--- config.mk ---
export PLATFORM = sky130hd
export DESIGN_NAME = ccff_loader
export DESIGN_NICKNAME = d
export VERILOG_FILES = /design/src/rtl/ccff_pkg.sv /design/src/rtl/ccff_piso.sv /design/src/rtl/ccff_loader.sv
export SDC_FILE = /design/constraint.sdc
export NUM_CORES = 1
export LEC_CHECK = 0
export CORE_MARGIN = 5
export CORE_UTILIZATION = 48
export DETAILED_ROUTE_END_ITERATION = 6
export PLACE_DENSITY = 0.81
export SLEW_MARGIN = 20
export SYNTH_ARGS = -nofsm -noshare
export SYNTH_HDL_FRONTEND = slang
export SYNTH_HIERARCHICAL = 1
export SYNTH_SLANG_ARGS = --single-unit
--- constraint.sdc ---
create_clock -name prog_clk -period 2.1 [get_ports prog_clk]
set_input_delay 0.42 -clock prog_clk [delete_from_list [all_inputs] [get_ports prog_clk]]
set_output_delay 0.42 -clock prog_clk [all_outputs]
set_load 0.02 [all_outputs]
--- src/rtl/ccff_pkg.sv ---
// Shared types and sizing helpers for the configuration-chain loader.
package ccff_pkg;

    typedef enum logic [1:0] {
        ST_IDLE  = 2'd0,
        ST_FETCH = 2'd1,
        ST_SHIFT = 2'd2,
        ST_FIN   = 2'd3
    } ccff_state_t;

    // Host words needed to fill a chain of len flops, w bits per word.
    function automatic int ccff_words(input int len, input int w);
        return (len + w - 1) / w;
    endfunction

    function automatic int ccff_err_w(input int len);
        return $clog2(len + 1);
    endfunction

endpackage

--- src/rtl/ccff_piso.sv ---
// Parallel-in/serial-out word register; MSB leaves first.
module ccff_piso
    import ccff_pkg::*;
#(
    parameter int DATA_W = 8
) (
    input  logic              prog_clk,
    input  logic              prog_reset_n,
    input  logic              load,
    input  logic              shift,
    input  logic [DATA_W-1:0] din,
    output logic              msb
);

    logic [DATA_W-1:0] sr;

    always_ff @(posedge prog_clk or negedge prog_reset_n) begin
        if (!prog_reset_n) begin
            sr <= '0;
        end else if (load) begin
            sr <= din;
        end else if (shift) begin
            sr <= {sr[DATA_W-2:0], 1'b0};
        end
    end

    assign msb = sr[DATA_W-1];

endmodule

--- src/rtl/ccff_loader.sv ---
// Driving end of the ccff_head -> ccff_tail configuration chain, with optional
// read-back compare pass.
//
//   state    | meaning
//   ---------+-----------------------------------------------------------
//   ST_IDLE  | waiting for start
//   ST_FETCH | s_ready high, chain clock gated off, waiting for a word
//   ST_SHIFT | chain clock on, one word bit per cycle onto ccff_head
//   ST_FIN   | done pulse cycle, back to idle
module ccff_loader
    import ccff_pkg::*;
#(
    parameter int CHAIN_LEN = 31,
    parameter int DATA_W    = 8
) (
    input  logic                           prog_clk,
    input  logic                           prog_reset_n,
    input  logic                           start,
    input  logic                           verify,
    input  logic [DATA_W-1:0]              s_data,
    input  logic                           s_valid,
    output logic                           s_ready,
    output logic                           ccff_head,
    output logic                           ccff_clk_en,
    input  logic                           ccff_tail,
    output logic                           busy,
    output logic                           done,
    output logic [$clog2(CHAIN_LEN+1)-1:0] err_cnt,
    output logic                           pass
);

    localparam int ERR_W = ccff_err_w(CHAIN_LEN);
    localparam int CNT_W = $clog2(CHAIN_LEN + 1);
    localparam int WB_W  = $clog2(DATA_W + 1);

    ccff_state_t       state;
    logic              verify_q;
    logic              pass_idx;
    logic [CNT_W-1:0]  bit_cnt;
    logic [CNT_W-1:0]  bit_cnt_inc;
    logic [WB_W-1:0]   word_bits;
    logic [WB_W-1:0]   fetch_bits;
    logic              handshake;
    logic              mismatch;
    logic [ERR_W-1:0]  err_nxt;

    assign handshake   = (state == ST_FETCH) && s_valid && s_ready;
    assign bit_cnt_inc = bit_cnt + CNT_W'(1);
    assign mismatch    = (state == ST_SHIFT) && pass_idx && (ccff_tail != ccff_head);
    assign err_nxt     = (mismatch && (err_cnt != '1)) ? err_cnt + ERR_W'(1) : err_cnt;

    // The last word of a pass may only partly fit; its low bits are never shifted.
    always_comb begin
        fetch_bits = WB_W'(DATA_W);
        if ((CHAIN_LEN - int'(bit_cnt)) < DATA_W)
            fetch_bits = WB_W'(CHAIN_LEN - int'(bit_cnt));
    end

    ccff_piso #(.DATA_W(DATA_W)) u_piso (
        .prog_clk     (prog_clk),
        .prog_reset_n (prog_reset_n),
        .load         (handshake),
        .shift        (state == ST_SHIFT),
        .din          (s_data),
        .msb          (ccff_head)
    );

    always_ff @(posedge prog_clk or negedge prog_reset_n) begin
        if (!prog_reset_n) begin
            state       <= ST_IDLE;
            verify_q    <= 1'b0;
            pass_idx    <= 1'b0;
            bit_cnt     <= '0;
            word_bits   <= '0;
            s_ready     <= 1'b0;
            ccff_clk_en <= 1'b0;
            busy        <= 1'b0;
            done        <= 1'b0;
            err_cnt     <= '0;
            pass        <= 1'b0;
        end else begin
            done <= 1'b0;
            case (state)
                ST_IDLE: begin
                    if (start) begin
                        verify_q <= verify;
                        bit_cnt  <= '0;
                        pass_idx <= 1'b0;
                        err_cnt  <= '0;
                        pass     <= 1'b0;
                        busy     <= 1'b1;
                        s_ready  <= 1'b1;
                        state    <= ST_FETCH;
                    end
                end
                ST_FETCH: begin
                    if (handshake) begin
                        s_ready     <= 1'b0;
                        word_bits   <= fetch_bits;
                        ccff_clk_en <= 1'b1;
                        state       <= ST_SHIFT;
                    end
                end
                ST_SHIFT: begin
                    bit_cnt   <= bit_cnt_inc;
                    word_bits <= word_bits - WB_W'(1);
                    err_cnt   <= err_nxt;
                    if (word_bits == WB_W'(1)) begin
                        ccff_clk_en <= 1'b0;
                        if (bit_cnt_inc < CNT_W'(CHAIN_LEN)) begin
                            s_ready <= 1'b1;
                            state   <= ST_FETCH;
                        end else if (verify_q && !pass_idx) begin
                            pass_idx <= 1'b1;
                            bit_cnt  <= '0;
                            s_ready  <= 1'b1;
                            state    <= ST_FETCH;
                        end else begin
                            busy  <= 1'b0;
                            done  <= 1'b1;
                            pass  <= (err_nxt == '0);
                            state <= ST_FIN;
                        end
                    end
                end
                ST_FIN: begin
                    state <= ST_IDLE;
                end
                default: begin
                    state <= ST_IDLE;
                end
            endcase
        end
    end

endmodule

==> metrics.csv <==
stage,metric,value,unit
worst_setup_path,crit path kind,flop to flop,
sta,setup ws final,0.0717,ns
floorplan,die area,4710,µm²
synthesis,Yosys top cell area share,0.470,
run_status,status,finished clean,
sta,Final min period,2.03,ns
final_layout,fillers,296,
clocking,TritonCTS clock tree,yes,
power_and_ir_drop,Pleak,0.875,nW
worst_setup_path,WP data arrival,2.23,ns
worst_hold_path,Hold Crit Class,input port to asynchronous set/reset pin,
sta,Rel. slew slack,0.742,
floorplan,boundary pin count,25,
floorplan,Die Height,68.6,µm
power_and_ir_drop,peak supply drop,602,µV
global_route,met1 usage,0.196,
worst_setup_path,worst r2r src,word_bits[1],
synthesis,Post-Syn Instances,166,
final_layout,Final nets,220,
sta,Tcrit/Tclk final,0.966,
worst_setup_path,Slowest cell on crit path,or4_4,
place,post-DP HPWL,2620,µm
sta,final setup fails,0,
clocking,post-cts hold buffer count,0,
floorplan,number of core rows,21,
synthesis,Synth warnings,6,
clocking,CTS Buf Count,5,
worst_setup_path,"CP delay by family, top",simple AND/OR/NAND/NOR gates,
global_route,vias in the first global route,1400,
global_route,first-pass GRT wire length,5980,µm
synthesis,post-synthesis sequential area ratio,0.470,
worst_setup_path,CP endpoint kind,flop,
final_layout,Area growth syn-to-layout,25.0,%
drt,Avg WL per Cell,14.4,µm
worst_setup_path,flop2flop setup slack,0.07,ns
worst_setup_path,Worst EP required,2.30,ns
drt,Iter 0 DRT Violations,74,
clocking,H-tree Lvls,2,
sta,Pins Over Slew Limit,0,
worst_setup_path,"Buf+Inv Stages, Crit Path",1,
power_and_ir_drop,power per cell area,938,nW/µm²
clocking,clk_lat worst skew,0.32,ns
global_route,met3 Usage GRT,0.0535,
clocking,clock sink count,31,
synthesis,post-synth net total,185,
floorplan,overall die width,68.6,µm
place,Placer Congestion,0.840,
global_route,largest net degree at the start of global routing,32,
worst_setup_path,Worst Setup EP,bit_cnt[3],
global_route,Overflow after GRT,0,
worst_setup_path,crit-path max FO,6,
worst_setup_path,WP depth,6,
sta,FMAX,0.493,GHz
sta,clk_skew,0.0102,ns
sta,"Hold Vio Cnt, Final",0,
worst_setup_path,Worst R2R Path Depth,6,
drt,via count,1380,
floorplan,Initial Util,0.494,
synthesis,Synth area leader,dfrtp_1,
worst_setup_path,"critical path, cell by cell",inv_1 -> ha_1 -> or3b_1 -> or4_4 -> a31oi_1 -> o22ai_1,
synthesis,synthesized flop and latch total,31,
clocking,Root Buffer,clkbuf_4,
worst_setup_path,worst reg2reg endpoint,bit_cnt[3],
drt,number of antenna-violating nets in the routed design,0,
drt,vias per cell,5.59,
floorplan,core box area,3340,µm²
drt,drt total wl,3560,µm
drt,TritonRoute pass-1 iters,4,
worst_setup_path,critical path startpoint,word_bits[1],
sta,Tightest Pin Transition,0.386,ns
flow_run,max-cap viol count,0,
final_layout,Layout Utilization,0.618,
worst_setup_path,max incr delay on CP,0.59,ns
global_route,antenna violations before repair,0,
place,I/O Buffers,24,
global_route,Overall Global Routing Usage,0.173,
final_layout,layout cells sized above 1,0.129,
synthesis,ranking of synthesized cells by area,"dfrtp_1 47%, mux2i_1 6.7%, ha_1 3.8%",
global_route,Top Usage Layer GRT,met2,
synthesis,synthesized area,1650,µm²
synthesis,Synth cell types,42,
synthesis,Main synth FF type,dfrtp_1,
drt,number of remaining DRC errors,0,
clocking,CTS Buffer Depth,2,
final_layout,n_diodes,0,
global_route,M2 GR Usage,0.300,
worst_setup_path,Worst setup SP type,flop,
synthesis,Synth Area per Inst,9.93,µm²
synthesis,number of synthesized flops with an enable pin,0,
synthesis,ys async rst share,1.00,
place,DP Worst Slack,-0.00402,ns
clocking,Clock transition at path regs,0.09,ns
[placed cells by master (no fill, tap or decap), types with 2 or more instances in the layout]
cell and n:
a21oi_1 10, a22o_1 2, a31oi_1 4, a41oi_1 2, and3_1 2, buf_4 10, clkbuf_4 5, clkdlybuf4s50_1 24
dfrtp_1 31, ha_1 5, inv_1 10, mux2_2 3, mux2i_1 11, nand2_1 15, nand2b_1 5, nand3_1 6
nand4b_1 2, nor2_1 8, nor3_1 4, o21ai_0 6, o21ai_1 8, o22ai_1 3
[through the flow]
stage	hold WS [ns]	power [W]	std cells	cell area [µm²]	setup TNS (ns)
floorplan	0.124	0.00135	166	1650	0
global placement	0.504	0.00155	240	1980	0
detailed placement	0.510	0.00159	240	1980	-0.00402
CTS	0.484	0.00194	247	2040	0
global route	0.498	0.00209	247	2060	-0.000403
finish	0.486	0.00193	247	2060	0
[cell usage after synthesis (all sizes together), types with 2 or more instances]
cell	number
dfrtp	31
nand2	15
o21ai	14
mux2i	11
a21oi	10
inv	10
nor2	8
buf	6
nand3	6
a31oi	5
ha	5
nand2b	5
nor3	4
mux2	3
o22ai	3
a22o	2
a41oi	2
and2	2
and3	2
nand4b	2
or4	2
[where the power goes]
part	switching, W	internal [W]	leakage [nW]	total, W
Combinational	0.000350	0.000326	0.446	0.000676
Sequential	0.000151	0.000763	0.395	0.000915
Clock	0.000188	0.000155	0.0341	0.000343
Total	0.000690	0.00124	0.875	0.00193
[final cells by class]
| type | count | area (µm²) | share of cell area |
|---|---|---|---|
| repair buffers | 34 | 315 | 0.153 |
| inverters | 10 | 37.5 | 0.0182 |
| flip-flops and latches | 31 | 776 | 0.376 |
| well taps | 46 | 57.6 | 0.0279 |
| clock inverters | 1 | 5.00 | 0.00243 |
| multi-input cells | 119 | 818 | 0.397 |
| clock buffers | 6 | 51.3 | 0.0249 |
[logic make-up after synthesis]
logic type	share of synthesized area
AND/OR/NAND/NOR	0.171
AO/OA/AOI/OAI	0.172
flip-flops	0.470
buffers and inverters	0.0501
multiplexers	0.0873
adder cells (fa/ha/maj)	0.0379
XOR/XNOR	0.0106
[flip-flops by register name (all words and copies together), names as in the netlist]
name	count
state	2
u_piso/sr	8
pass	1
pass_idx	1
done	1
ccff_clk_en	1
s_ready	1
err_cnt	5
busy	1
bit_cnt	5
word_bits	4
verify_q	1
[routing by layer]
| metal | up-vias | routed length (µm) |
|---|---|---|
| met5 | - | 0 |
| met4 | 0 | 80 |
| met3 | 8 | 166 |
| met2 | 40 | 1800 |
| met1 | 654 | 1510 |
| li1 | 678 | - |
[worst min path at each step]
stage | cells past startpoint | from | endpoint | slack, ns
after floorplan | 0 | prog_reset_n | bit_cnt[0] | 0.12
after global placement | 1 | pass | pass | 0.50
after detailed placement | 1 | pass | pass | 0.51
after CTS | 2 | prog_reset_n | bit_cnt[0] | 0.48
after global routing | 2 | prog_reset_n | u_piso/sr[7] | 0.50
final | 2 | prog_reset_n | err_cnt[1] | 0.49
[timing repair]
item	CTS	global route
buffers inserted	0	0
pin swaps	0	1
setup endpoints to repair	1	3
gates resized for setup	1	4
Note: power is estimated with default switching activity, not from simulation.
